**src/rtl/memory_stage_pkg.sv**
```systemverilog
// -----------------------------------------------------------------------------
// memory_stage_pkg
// Shared types for the memory pipeline stage:
//   - word/address/strobe widths and the access-size encoding (msize_t)
//   - data-bus request/response bundles (dbus_req_t / dbus_resp_t)
//   - execute -> memory and memory -> writeback pipeline bundles
//   - memory-stage FSM state encoding and an alignment helper
// -----------------------------------------------------------------------------
package memory_stage_pkg;

    typedef logic [63:0] word_t;
    typedef logic [63:0] addr_t;
    typedef logic [7:0]  strobe_t;

    // Access size: number of bytes is 1 << msize.
    typedef enum logic [1:0] {
        MSIZE1 = 2'd0,
        MSIZE2 = 2'd1,
        MSIZE4 = 2'd2,
        MSIZE8 = 2'd3
    } msize_t;

    typedef struct packed {
        logic   regwrite;
        logic   memread;
        logic   memwrite;
        msize_t memsize;
        logic   memsext;
    } control_t;

    typedef struct packed {
        logic        valid;
        addr_t       pc;
        logic [31:0] raw_instr;
        logic [4:0]  dst;
        control_t    ctl;
        word_t       aluout;   // effective address for memory ops, result otherwise
        word_t       memwd;    // store data, right-aligned
    } execute_data_t;

    typedef struct packed {
        logic    valid;
        addr_t   addr;
        msize_t  size;
        strobe_t strobe;
        word_t   data;
    } dbus_req_t;

    typedef struct packed {
        logic  addr_ok;
        logic  data_ok;
        word_t data;
    } dbus_resp_t;

    typedef struct packed {
        logic        valid;
        addr_t       pc;
        logic [31:0] raw_instr;
        logic [4:0]  dst;
        control_t    ctl;
        word_t       result;
        logic        misalign;
    } memory_data_t;

    typedef enum logic {
        ST_IDLE = 1'b0,
        ST_BUSY = 1'b1
    } mem_state_e;

    // An access is aligned when the low address bits below its size are zero.
    function automatic logic is_aligned(input logic [2:0] offset, input msize_t size);
        logic ok;
        unique case (size)
            MSIZE1:  ok = 1'b1;
            MSIZE2:  ok = (offset[0] == 1'b0);
            MSIZE4:  ok = (offset[1:0] == 2'b00);
            default: ok = (offset == 3'b000);
        endcase
        return ok;
    endfunction

endpackage

```
**src/rtl/memory_stage_mem_format.sv**
```systemverilog
// -----------------------------------------------------------------------------
// memory_stage_mem_format
// Purely combinational byte-lane formatter for the data bus.
//   offset       in  byte offset of the access within the 64-bit word
//   size         in  access size
//   sext         in  sign-extend loaded data (else zero-extend)
//   store_data   in  right-aligned store data
//   load_data    in  raw 64-bit word returned by the bus
//   store_lane   out store data shifted into the addressed byte lanes
//   store_strobe out byte enables for the addressed lanes
//   load_result  out loaded value shifted down, truncated and extended
// -----------------------------------------------------------------------------
module memory_stage_mem_format
    import memory_stage_pkg::*;
(
    input  logic [2:0] offset,
    input  msize_t     size,
    input  logic       sext,
    input  word_t      store_data,
    input  word_t      load_data,
    output word_t      store_lane,
    output strobe_t    store_strobe,
    output word_t      load_result
);

    strobe_t strobe_base;
    word_t   load_shifted;

    // NOTE: every output of a combinational block gets a value on every path
    // (defaults first); a missed branch would otherwise infer a latch.
    always_comb begin
        strobe_base  = 8'h00;
        store_lane   = store_data << {offset, 3'b000};
        load_shifted = load_data >> {offset, 3'b000};
        load_result  = '0;

        unique case (size)
            MSIZE1: begin
                strobe_base = 8'h01;
                load_result = {{56{sext & load_shifted[7]}}, load_shifted[7:0]};
            end
            MSIZE2: begin
                strobe_base = 8'h03;
                load_result = {{48{sext & load_shifted[15]}}, load_shifted[15:0]};
            end
            MSIZE4: begin
                strobe_base = 8'h0F;
                load_result = {{32{sext & load_shifted[31]}}, load_shifted[31:0]};
            end
            default: begin
                strobe_base = 8'hFF;
                load_result = load_shifted;
            end
        endcase

        store_strobe = strobe_base << offset;
    end

endmodule

```
**src/rtl/memory_stage.sv**
```systemverilog
// -----------------------------------------------------------------------------
// memory_stage
// Pipeline stage after execute: issues loads/stores on the data bus, stalls
// upstream while an access is outstanding, and registers the result bundle
// for writeback.
//   clk     in  clock
//   reset   in  asynchronous, active-high reset
//   dataE   in  execute bundle (held stable by upstream while stallM=1)
//   dreq    out data-bus request (combinational from dataE)
//   dresp   in  data-bus response; data_ok marks completion
//   dataM   out registered memory bundle for writeback
//   stallM  out high while an aligned access has not yet seen data_ok
// -----------------------------------------------------------------------------
module memory_stage
    import memory_stage_pkg::*;
(
    input  logic          clk,
    input  logic          reset,
    input  execute_data_t dataE,
    output dbus_req_t     dreq,
    input  dbus_resp_t    dresp,
    output memory_data_t  dataM,
    output logic          stallM
);

    mem_state_e   state_q, state_d;
    memory_data_t data_m_q, data_m_d;

    logic       mem_op;
    logic       aligned;
    logic       access;
    logic [2:0] offset;
    word_t      store_lane;
    strobe_t    store_strobe;
    word_t      load_result;

    // addr_ok only acknowledges the address phase; completion is data_ok.
    logic unused_addr_ok;
    assign unused_addr_ok = dresp.addr_ok;

    // ------------------------------------------------------------------
    // Access decode
    // ------------------------------------------------------------------
    assign offset  = dataE.aluout[2:0];
    assign mem_op  = dataE.valid & (dataE.ctl.memread | dataE.ctl.memwrite);
    assign aligned = is_aligned(offset, dataE.ctl.memsize);
    // Reset gates the request directly so the bus sees valid drop at once,
    // even if upstream has not yet flushed dataE.
    assign access  = mem_op & aligned & ~reset;

    memory_stage_mem_format u_mem_format (
        .offset       (offset),
        .size         (dataE.ctl.memsize),
        .sext         (dataE.ctl.memsext),
        .store_data   (dataE.memwd),
        .load_data    (dresp.data),
        .store_lane   (store_lane),
        .store_strobe (store_strobe),
        .load_result  (load_result)
    );

    // ------------------------------------------------------------------
    // FSM: state register
    // ------------------------------------------------------------------
    // NOTE: sequential state uses non-blocking assignments so every flop
    // samples pre-edge values regardless of block ordering.
    always_ff @(posedge clk or posedge reset) begin
        if (reset) begin
            state_q <= ST_IDLE;
        end else begin
            state_q <= state_d;
        end
    end

    // ------------------------------------------------------------------
    // FSM: next state
    // ------------------------------------------------------------------
    always_comb begin
        state_d = state_q;
        unique case (state_q)
            ST_IDLE: begin
                // Same-cycle data_ok completes without leaving IDLE.
                if (access && !dresp.data_ok) begin
                    state_d = ST_BUSY;
                end
            end
            ST_BUSY: begin
                // Upstream holds the op, so losing it here means it was
                // flushed; either way there is nothing left to wait for.
                if (dresp.data_ok || !access) begin
                    state_d = ST_IDLE;
                end
            end
            default: state_d = ST_IDLE;
        endcase
    end

    // ------------------------------------------------------------------
    // FSM: outputs
    // The request is rebuilt every cycle from the held dataE, which keeps
    // it bit-identical in BUSY without a separate request register.
    // ------------------------------------------------------------------
    always_comb begin
        dreq   = '0;
        stallM = 1'b0;
        if (access) begin
            dreq.valid = 1'b1;
            dreq.addr  = dataE.aluout;
            dreq.size  = dataE.ctl.memsize;
            if (dataE.ctl.memwrite) begin
                dreq.strobe = store_strobe;
                dreq.data   = store_lane;
            end
            stallM = ~dresp.data_ok;
        end
    end

    // ------------------------------------------------------------------
    // Writeback bundle register; a stall loads a bubble.
    // ------------------------------------------------------------------
    always_comb begin
        data_m_d = '0;
        if (!stallM) begin
            data_m_d.valid     = dataE.valid;
            data_m_d.pc        = dataE.pc;
            data_m_d.raw_instr = dataE.raw_instr;
            data_m_d.dst       = dataE.dst;
            data_m_d.ctl       = dataE.ctl;
            data_m_d.misalign  = mem_op & ~aligned;
            data_m_d.result    = (mem_op && aligned && dataE.ctl.memread)
                                 ? load_result : dataE.aluout;
        end
    end

    always_ff @(posedge clk or posedge reset) begin
        if (reset) begin
            data_m_q <= '0;
        end else begin
            data_m_q <= data_m_d;
        end
    end

    assign dataM = data_m_q;

endmodule

```
**config.mk**
```make
export PLATFORM = sky130hd
export DESIGN_NAME = memory_stage
export DESIGN_NICKNAME = d
export VERILOG_FILES = /design/src/rtl/memory_stage_pkg.sv /design/src/rtl/memory_stage_mem_format.sv /design/src/rtl/memory_stage.sv
export SDC_FILE = /design/constraint.sdc
export NUM_CORES = 1
export LEC_CHECK = 0
export CAP_MARGIN = 10
export CORE_AREA = 8 8 233 235
export DETAILED_ROUTE_END_ITERATION = 7
export DIE_AREA = 0 0 241 243
export SLEW_MARGIN = 20
export SYNTH_ARGS = -nofsm -noshare
export SYNTH_HDL_FRONTEND = slang
export SYNTH_SLANG_ARGS = --single-unit
```
**constraint.sdc**
```tcl
create_clock -name clk -period 7.5 [get_ports clk]
set_input_delay 0.75 -clock clk [delete_from_list [all_inputs] [get_ports clk]]
set_output_delay 0.75 -clock clk [all_outputs]
set_load 0.01 [all_outputs]
```
==> results of run 1 <==
-- metrics by stage --
step | utilization, % | power (mW)
global placement | 33.8 | 1.85
floorplan | - | 1.37
finish | 35.0 | 2.74
detailed placement | 33.8 | 1.86
CTS | 35.0 | 2.79
global route | 35.0 | 2.87
-- cells in the mapped netlist, types with 2 or more instances --
library cell,n,area (um^2)
sky130_fd_sc_hd__buf_1,6,22.5
sky130_fd_sc_hd__and2_1,181,1130
sky130_fd_sc_hd__inv_1,8,30.0
sky130_fd_sc_hd__mux2_2,16,180
sky130_fd_sc_hd__nor4_1,4,25.0
sky130_fd_sc_hd__or2_2,3,18.8
sky130_fd_sc_hd__a31oi_1,16,100
sky130_fd_sc_hd__a221oi_1,10,87.6
sky130_fd_sc_hd__o22ai_1,8,50.1
sky130_fd_sc_hd__o32ai_1,6,52.6
sky130_fd_sc_hd__a211oi_1,42,315
sky130_fd_sc_hd__o32a_1,3,30.0
sky130_fd_sc_hd__o221a_2,7,78.8
sky130_fd_sc_hd__a22oi_1,6,45.0
sky130_fd_sc_hd__clkbuf_1,55,206
sky130_fd_sc_hd__nor4_4,2,42.5
sky130_fd_sc_hd__buf_6,7,78.8
sky130_fd_sc_hd__buf_4,8,60.1
sky130_fd_sc_hd__nor3_1,15,75.1
sky130_fd_sc_hd__mux2i_1,73,731
sky130_fd_sc_hd__a211oi_2,5,62.6
sky130_fd_sc_hd__nand2_1,53,199
sky130_fd_sc_hd__o21ai_0,62,310
sky130_fd_sc_hd__buf_2,27,135
sky130_fd_sc_hd__and3_1,17,106
sky130_fd_sc_hd__nor2b_1,22,138
sky130_fd_sc_hd__o2bb2ai_1,4,35.0
sky130_fd_sc_hd__o221ai_1,3,26.3
sky130_fd_sc_hd__mux4_2,33,743
sky130_fd_sc_hd__xnor2_1,3,26.3
sky130_fd_sc_hd__xor2_1,2,17.5
sky130_fd_sc_hd__o22a_1,2,17.5
sky130_fd_sc_hd__nand2b_1,2,12.5
sky130_fd_sc_hd__a311oi_1,2,17.5
sky130_fd_sc_hd__nand3_1,5,25.0
sky130_fd_sc_hd__o31ai_1,17,128
sky130_fd_sc_hd__dfrtp_1,173,4330
sky130_fd_sc_hd__nor2_1,85,319
sky130_fd_sc_hd__a21oi_1,62,310
-- layer usage --
layer	vias to the layer above	global-route usage (%)	wire, um	share of wire (%)
li1	4936	-	-	-
met1	5429	20.8	21600	35
met2	562	36.8	31800	52
met3	96	7.31	5970	9.7
met4	30	7.18	1920	3.1
met5	-	0	188	0.31
-- layout make-up --
type,instances,area share [%]
diodes,5,0.0705
clock buffers,17,2.40
clock inverters,15,0.959
inverters,9,0.233
multi-input cells,788,31.9
flip-flops and latches,173,24.4
well taps,680,4.79
repair buffers,629,35.3
-- worst min path at each step --
stage / from / endpoint / slack, ns / cells past startpoint
finish: dataE[66] / dataM[3]$_DFF_PP0_ / 0.82 / 3
floorplan: dataE[97] / dataM[34]$_DFF_PP0_ / 0.87 / 2
global placement: dataE[66] / dataM[3]$_DFF_PP0_ / 1.28 / 3
CTS: dataE[66] / dataM[3]$_DFF_PP0_ / 0.78 / 3
global route: dataE[218] / dataM[155]$_DFF_PP0_ / 0.83 / 2
detailed placement: dataE[66] / dataM[3]$_DFF_PP0_ / 1.28 / 3
-- power breakdown --
group          switching (mW)  total (mW)  internal (mW)
registers              0.0189        1.02          0.999
logic                   0.392       0.808          0.416
clock network           0.464       0.914          0.450
total                   0.875        2.74           1.87
-- critical path, cell delays in order --
cell and delay [ns]:
sky130_fd_sc_hd__clkdlybuf4s50_1 0.89, sky130_fd_sc_hd__inv_1 0.55, sky130_fd_sc_hd__o221ai_2 0.50, sky130_fd_sc_hd__or2_4 0.60
sky130_fd_sc_hd__inv_1 0.54, sky130_fd_sc_hd__clkdlybuf4s50_1 0.62
-- cell families after synthesis --
| kind of cell | Yosys count | share of synthesized area [%] |
|---|---|---|
| and+or+nand+nor | 398 | 20.7 |
| AOI/OAI and AO/OA | 263 | 16.7 |
| DFF | 173 | 41.1 |
| muxes | 122 | 15.7 |
| buffers and inverters | 114 | 5.29 |
| xor gates and xnor gates | 5 | 0.416 |
==> impl_summary.log, run 1 <==
[metrics] outcome: finished, final reports clean
[metrics] cell area power density: 154 nW/um^2
[metrics] cell at the root of the clock tree: sky130_fd_sc_hd__clkbuf_16
[metrics] Clock Tree Buf Depth: 2
[metrics] remaining design rule violation count: 0
[metrics] initial antenna violation count: 20
[metrics] Crit. Startpoint: dataE[130]
[metrics] Synth-to-Final Area Change: 68.7%
[metrics] mean cell area of the mapped netlist: 9.79 um^2
[metrics] last element of the critical path: stallM
[metrics] Hold Crit Class: primary input to register
[metrics] Yosys reg bits: between 150 and 200
[metrics] count of boundary I/O pins: 617
[metrics] unrepaired setup endpoints after global routing: false
[metrics] first-iteration detailed-routing DRC count: 594
[metrics] Post-Layout Inst Area: 17700 um^2
[metrics] HPWL reported at the end of detailed placement: about 50000 um
[metrics] Place WS: approximately 2.2 ns
[metrics] critical path class: primary input to output pin
[metrics] netlist area before placement: 10500 um^2
[metrics] mean number of vias per cell: 4.77
[metrics] final standard cell count with taps included and fillers excluded: 2316
[metrics] combined area of the multi-input logic cells: between 5000 and 6000 um^2
[metrics] Die Span Y: 243 um
[metrics] area taken by flip-flops and latches: 4330 um^2
[metrics] routability congestion estimate: roughly 0.91
[metrics] first-pass GRT wire length: 85900 um
[metrics] Worst setup SP type: primary input
[metrics] distinct cell type count of the synthesized netlist: 59
[metrics] final worst-path cycle share: just under 70%
[metrics] Post-Route Hold Slack: around 0.82 ns
[metrics] syn nets: 1379
[metrics] transition time at the pin with the least slew margin: approximately 1.1 ns
[metrics] area enclosed by the die boundary: 58600 um^2
[metrics] number of cells upsized or downsized after cts: 0
[metrics] Cells after DPL: about 2300
[metrics] final-layout fill cell count: 5242
[metrics] final WL: 61500 um
[metrics] count of hold-fix buffers inserted at cts: 0
[metrics] area of placed instances: about 17000 um^2
[metrics] Post-DRT Antenna Nets: 0
[metrics] number of global-route vias before repair: around 12000
[metrics] vias after detailed routing: roughly 11000
[metrics] Setup TNS Final: 0 ns
[metrics] area inside the core boundary: 50700 um^2
[metrics] maximum capacitance violations: 0
[metrics] CTS H-tree depth: 4
[metrics] commonest non-fill, non-tap cell in the layout: sky130_fd_sc_hd__clkdlybuf4s50_1
[metrics] average routed wire per standard cell: 26.6 um
[metrics] required time of the critical path: about 6.8 ns
[metrics] sequential area share after synthesis: about two fifths
[metrics] Finish-stage setup viols: 0
[metrics] share of flip-flops with an asynchronous set or reset: 100%
[metrics] number of core rows: 83
[metrics] worst-path fanout max: between 60 and 70
[metrics] count of flip-flops with a built-in enable after synthesis: 0
[metrics] maximum clock frequency: 192 MHz
[metrics] number of port buffers: 615
[metrics] leading register cell type out of synthesis: sky130_fd_sc_hd__dfrtp_1
[metrics] fraction of final layout cells with drive strength greater than 1: approximately 8%
[metrics] Period minus WS final: 5.20 ns
[metrics] clock tree from TritonCTS: done
[metrics] TritonCTS sink count: 173
[metrics] GR Overflow Total: 0
[metrics] reported leakage power: 6.88 nW
[metrics] number of cells produced by synthesis: approximately 1100
[metrics] Max rail drop VDD: between 0.1 and 0.15 mV
[metrics] pin count of the biggest net entering global routing: roughly 100
[metrics] Slew HR: 26.3%
[metrics] number of buffers created by CTS: 17
[metrics] buffer count from post-CTS setup fixing: 0
[metrics] max FFs per register: about 170
[metrics] CTS clk-pin slew, worst paths: approximately 0.09 ns
[metrics] Pins Over Slew Limit: 0
[metrics] nature of the critical path endpoint: output pin
[metrics] arrival time reported for the critical path endpoint: 4.45 ns
[metrics] number of warning messages in the yosys log: 0
[metrics] total count of hold-check failures in the final report: 0
[metrics] final worst setup slack: 2.30 ns
[metrics] commonest cells after routing, fill and taps aside: 612 x sky130_fd_sc_hd__clkdlybuf4s50_1, 181 x sky130_fd_sc_hd__and2_1, 173 x sky130_fd_sc_hd__dfrtp_1, 83 x sky130_fd_sc_hd__nor2_1, 73 x sky130_fd_sc_hd__mux2i_1
[metrics] horizontal extent of the die: 241 um
[metrics] initial cell density of the core: 20.8%
[metrics] total routing resource utilization after global routing: roughly a fifth
[metrics] Pre-antenna DRT Iters: 5
[metrics] net count reported at finish: 1922
Note: power is estimated with default switching activity, not from simulation.
==> run 2: changes to the inputs <==
CORE_AREA = 8 8 236 238   (was 8 8 233 235)
DIE_AREA = 0 0 244 246   (was 0 0 241 243)
clock period = 4.4 ns   (was 7.5 ns; I/O delays follow)
==> impl_summary.log, run 2 (synthesized netlist as in run 1, its figures left out) <==
[metrics] outcome: finished, final reports clean
[metrics] Place WS: 0.599 ns (-1.59 ns)
[metrics] Die Span Y: 246 um (+1.2%)
[metrics] area enclosed by the die boundary: 60000 um^2 (+2.5%)
[metrics] Hold Crit Class: primary input to register
[metrics] Finish-stage setup viols: 0 (unchanged)
[metrics] Sw Ratio: 31.8% (-0.096 points)
[metrics] TritonCTS sink count: 173 (unchanged)
[metrics] combinational group share of total power: 30.0% (+0.5 points)
[metrics] arrival time reported for the critical path endpoint: 3.41 ns (-1.04 ns)
[metrics] vias after detailed routing: 11088 (+0.32%)
[metrics] worst hold start: dataE[199]
[metrics] maximum clock frequency: between 200 and 300 MHz
[metrics] required time of the critical path: 3.96 ns (-2.79 ns)
[metrics] area taken by flip-flops and latches: 4330 um^2 (unchanged)
[metrics] max FFs per register: 173 (unchanged)
[metrics] ordered list of cells on the worst path: clkdlybuf4s50_1, buf_4, inv_1, buf_4, o22a_1, nand2_2, nor2_1, clkdlybuf4s50_1
[metrics] transition time at the pin with the least slew margin: 1.00 ns (-0.0970 ns)
[metrics] number of instances on the worst hold path: 2 (-1)
[metrics] Slew HR: 33.1% (+6.8 points)
[metrics] fraction of final layout cells with drive strength greater than 1: 9.91% (+1.9 points)
[metrics] combined area of the multi-input logic cells: 5720 um^2 (+1.1%)
[metrics] Internal Pwr Total: 3.20 mW (+71%)
[metrics] number of port buffers: 615 (unchanged)
[metrics] total routing resource utilization after global routing: 19.6% (-0.53 points)
[metrics] pin count of the biggest net entering global routing: 152 (+49%)
[metrics] final WL: 61100 um (-0.61%)
[metrics] initial cell density of the core: 20.2% (-0.54 points)
[metrics] count of hold-fix buffers inserted at cts: 0 (unchanged)
[metrics] Clock Tree Buf Depth: 2 (unchanged)
[metrics] total count of hold-check failures in the final report: 0 (unchanged)
[metrics] routability congestion estimate: 0.959 (+5.6%)
[metrics] Max rail drop VDD: 0.237 mV (+93%)
[metrics] unrepaired setup endpoints after global routing: false
[metrics] clock tree from TritonCTS: done
[metrics] number of buffers created by CTS: 17 (unchanged)
[metrics] Pre-antenna DRT Iters: 5 (unchanged)
[metrics] commonest cells after routing, fill and taps aside: 610 x sky130_fd_sc_hd__clkdlybuf4s50_1, 173 x sky130_fd_sc_hd__and2_1, 173 x sky130_fd_sc_hd__dfrtp_1, 77 x sky130_fd_sc_hd__nor2_1, 73 x sky130_fd_sc_hd__mux2i_1
[metrics] cell at the root of the clock tree: sky130_fd_sc_hd__clkbuf_16
[metrics] final worst-path cycle share: 87.4%
[metrics] CTS clk-pin slew, worst paths: 0.08 ns (about the same)
[metrics] final worst setup slack: 0.552 ns (-1.75 ns)
[metrics] initial antenna violation count: 13 (-35%)
[metrics] net count reported at finish: 1935 (+0.68%)
[metrics] buffer count from post-CTS setup fixing: 0 (unchanged)
[metrics] Synth-to-Final Area Change: 70.5%
[metrics] final standard cell count with taps included and fillers excluded: 2333 (+0.73%)
[metrics] longest individual stage delay on the worst path: 0.61 ns (-0.28 ns)
[metrics] Post-DRT Antenna Nets: 0 (unchanged)
[metrics] commonest non-fill, non-tap cell in the layout: sky130_fd_sc_hd__clkdlybuf4s50_1
[metrics] remaining design rule violation count: 0 (unchanged)
[metrics] cell area power density: 261 nW/um^2 (+69%)
[metrics] GR Overflow Total: 0 (unchanged)
[metrics] number of global-route vias before repair: 11960 (+1.8%)
[metrics] area inside the core boundary: 52000 um^2 (+2.7%)
[metrics] HPWL reported at the end of detailed placement: 49900 um (-0.13%)
[metrics] Worst setup SP type: primary input
[metrics] critical path class: primary input to output pin
[metrics] average routed wire per standard cell: 26.2 um (-1.3%)
[metrics] nature of the critical path endpoint: output pin
[metrics] count of boundary I/O pins: 617 (unchanged)
[metrics] Period minus WS final: 3.85 ns
[metrics] horizontal extent of the die: 244 um (+1.2%)
[metrics] number of core rows: 84 (+1.2%)
[metrics] first-pass GRT wire length: 86500 um (+0.74%)
[metrics] worst-path fanout max: 32 (-50%)
[metrics] reported leakage power: 6.97 nW (+1.3%)
[metrics] clock share of power: 32.9% (-0.5 points)
[metrics] number of cells upsized or downsized after cts: 0 (unchanged)
[metrics] CTS H-tree depth: 4 (unchanged)
[metrics] Pins Over Slew Limit: 0 (unchanged)
[metrics] Post-Layout Inst Area: 17900 um^2 (+1.1%)
[metrics] final-layout fill cell count: 5301 (+1.1%)
[metrics] buffer and inverter count on the worst path: 5 (+1)
[metrics] maximum capacitance violations: 0 (unchanged)
[metrics] power dissipated by switching net loads: 1.49 mW (+71%)
[metrics] destination of the worst hold path: dataM[136]$_DFF_PP0_
[metrics] Cells after DPL: 2300 (+0.92%)
[metrics] family of cells with the greatest summed delay on the critical path: buffers and inverters
[metrics] mean number of vias per cell: 4.75 (-0.41%)
[metrics] area of placed instances: 17300 um^2 (+1.2%)
[metrics] Slowest-stage cell, CP: sky130_fd_sc_hd__clkdlybuf4s50_1
[metrics] first-iteration detailed-routing DRC count: 650 (+9.4%)
[metrics] fraction of power consumed by sequential logic: 37.0% (-0.2 points)
run 2: cell type report:
cell class                 instances  area share, %
timing repair buffer             642           35.7
multi-input combinational        788           31.9
sequential                       173           24.1
tap                              688           4.80
clock buffer                      18           2.45
clock inverter                    14          0.830
inverter                           9          0.209
antenna                            1         0.0139
run 2: per-stage QoR:
| stage | setup TNS (ns) | util (%) | hold WS [ns] | power (mW) |
|---|---|---|---|---|
| after global placement | 0 | 33.3 | 0.980 | 3.19 |
| after global routing | 0 | 34.5 | 0.520 | 4.90 |
| after CTS | 0 | 34.5 | 0.504 | 4.78 |
| after floorplan | -22.79 | - | 0.555 | 2.34 |
| after detailed placement | 0 | 33.3 | 1.00 | 3.20 |
| final | 0 | 34.5 | 0.540 | 4.69 |
run 2: how the worst max path moves through the flow:
stage	from	slack, ns	cells past startpoint	endpoint
2_1_floorplan	reset	-0.39	5	dreq[22]
3_3_place_gp	dataE[130]	0.69	8	dreq[46]
3_5_place_dp	dataE[130]	0.60	8	dreq[44]
4_1_cts	dataE[130]	0.59	8	dreq[44]
5_1_grt	dataE[130]	0.41	8	dreq[33]
6_report	dataE[130]	0.55	8	dreq[44]
run 2: routing by layer:
metal  wire length, um  track usage, %  vias to the layer above  share of wire [%]
li1                  -               -                     4952                  -
met1             22300            20.9                     5448                 37
met2             31600            36.2                      580                 52
met3              5800            7.37                       86                9.5
met4              1260            4.73                       22                2.1
met5               136               0                        -               0.22
run 2: power by group through the flow:
stage	Sequential [mW]	Combinational [mW]	Clock, mW
after floorplan	1.83	0.513	0
after global placement	1.77	1.42	0
after CTS	1.74	1.43	1.61
after detailed placement	1.77	1.43	0
after global routing	1.75	1.50	1.65
final	1.74	1.41	1.54
==> run 3: changes to the inputs <==
CAP_MARGIN = not set   (was 10)
==> results of run 3 <==
Final layout, timing and power as in run 2 (identical DEF).
==> RTL edit: new RTL, config.mk and constraints of run 3 <==
Make the reset (`reset`) synchronous in 2 clocked blocks. Comments in the files are not updated.
--- a/src/rtl/memory_stage.sv
+++ b/src/rtl/memory_stage.sv
@@ -66,3 +66,3 @@
     // samples pre-edge values regardless of block ordering.
-    always_ff @(posedge clk or posedge reset) begin
+    always_ff @(posedge clk) begin
         if (reset) begin
@@ -134,3 +134,3 @@
 
-    always_ff @(posedge clk or posedge reset) begin
+    always_ff @(posedge clk) begin
         if (reset) begin
Check against the original RTL: differs if reset is asserted again (counterexample within 4 cycles, from zero or initial values and one cycle with reset high); with reset held inactive, the same outputs for 4 cycles.
==> RTL edit against run 3 <==
  * Cell area fell by 7.7%
  * Sequential cell count unchanged
  * Worst hold slack got worse by 0.017 ns
  * Worst setup slack worse by 0.13 ns
  * Non-clock buffer count shrank 1
  * Area after synthesis fell by 13%
  * Wire length is 9.1% lower
  * Power down 4.2%
  * Critical path type unchanged
==> RTL edit: results (changes against run 3) <==
Route
  – Iteration-0 DRC Markers: 542 (-17%)
  – Drt pass-1 iters: 6 (+1)
  – Routed wire length: 55,600 um (-9.1%)
  – WL per Instance: 24.1 um (-8.0%)
  – Avg Vias per Cell: 4.47 (-6.0%)

Placement
  – Post-DP HPWL: 45,300 um (-9.1%)
  – Placed Area: 15,900 um^2 (-8.1%)
  – Dpl cells: 2,271 (-1.3%)
  – GPL Wtd Cong: 0.885 (-7.7%)

Logic synthesis
  – Area contributors post-synth: dfxtp_1 38%, and2_1 13%, mux4_2 7.9%, mux2i_1 6.9%, a21oi_1 5.2%
  – Async set-or-reset flop fraction in the synthesized netlist: 0% (-100 points)
  – Syn Nets: 1,343 (-2.6%)
  – Top cells by count, synth: 185 x and2_1, 173 x dfxtp_1, 94 x a21oi_1
  – Top FF cell, synth: dfxtp_1
  – Register area share after synthesis: 37.9% (-3.2 points)
  – Synth Area per Inst: 8.79 um^2 (-10%)
  – Cell variety after synth: 52 (-12%)

Clock tree
  – Deepest clock path buffer count: 2 (unchanged)
  – CTS Buf Count: 17 (unchanged)

Pwr
  – IR drop worst, VDD: 0.000274 V (+16%)
  – Lkg Pwr: 0.00609 uW (-13%)
  – Sw Pwr: 1360 uW (-8.6%)

Run status
  – Status: finished, final reports clean

Global routing
  – GR Util met2: 30.3% (-5.9 points)
  – Pin count of the biggest net entering global routing: 68 (-55%)
  – Met3 usage: 5.89% (-1.5 points)
  – Tot GR Track Use: 17.7% (-1.9 points)
  – Global-route wire length before repair: 78,000 um (-9.9%)
  – Global-route track usage on met1: 21.5% (+0.56 points)

Timing
  – Worst-margin pin slew: 0.998 ns (-0.00630 ns)

Cells and area
  – Fillers: 5,457 (+2.9%)
  – Layout cells sized above 1: 7.80% (-2.1 points)
  – NumNets Final: 1,907 (-1.4%)

Setup path
  – Largest stage delay, worst path: 0.64 ns (+0.03 ns)
  – Crit path max-delay cell type: a2111oi_4
  – Critical path fanouts, max: 16 (-50%)
==> RTL edit: cell types whose count changed after synthesis, moves of 10 or more <==
cell / change
o21ai_0: +12
a211oi_1: -13
dfrtp_1: -173
a21oi_1: +32
nor3_1: -10
nor2b_1: +12
mux2i_1: -10
dfxtp_1: +173
nand2_1: +10
and3_1: -16
o31ai_1: -17
==> RTL edit: power by group through the flow <==
stage	clock [uW]	sequential (uW)	combinational (uW)
2_1_floorplan	0	1780	414
3_3_place_gp	0	1730	1210
3_5_place_dp	0	1730	1210
4_1_cts	1650	1690	1220
5_1_grt	1720	1700	1290
6_report	1590	1690	1210
==> RTL edit: layout make-up <==
cell class | instances | area (um^2) | area share (%)
Antenna cell | 1 | 2.50 | 0.0151
Timing Repair Buffer | 641 | 6360 | 38.4
Inverter | 4 | 15.0 | 0.0906
Sequential cell | 173 | 3460 | 20.9
Multi-Input combinational cell | 766 | 5270 | 31.8
Clock inverter | 14 | 170 | 1.03
Tap cell | 688 | 861 | 5.20
Clock buffer | 18 | 429 | 2.59
==> RTL edit: logic make-up after synthesis <==
group           after synthesis  synth area share, %
simple gates                397                 23.4
compound gates              256                 16.9
flops                       173                 37.9
mux                         113                 17.0
buf+inv                     100                 4.70
==> RTL edit: per-layer routing <==
| metal | wire [um] | share of wire (%) |
|---|---|---|
| met2 | 27200 | 49 |
| met1 | 23300 | 42 |
| met3 | 4400 | 7.9 |
| met5 | 96 | 0.17 |
| met4 | 601 | 1.1 |
==> RTL edit: stage by stage <==
step | setup slack (ns) | hold WS (ns) | power (uW)
2_1_floorplan | 1.72 | 0.562 | 2190
3_3_place_gp | 0.428 | 1.01 | 2940
3_5_place_dp | 0.378 | 1.01 | 2950
4_1_cts | 0.358 | 0.459 | 4570
5_1_grt | 0.161 | 0.487 | 4710
6_report | 0.422 | 0.523 | 4490
==> RTL edit: path summary, 6_finish.rpt <==
| kind | cells past startpoint | to | start |
|---|---|---|---|
| max | 7 | dreq[14] | dataE[129] |
| min | 2 | dataM[171] | dataE[234] |
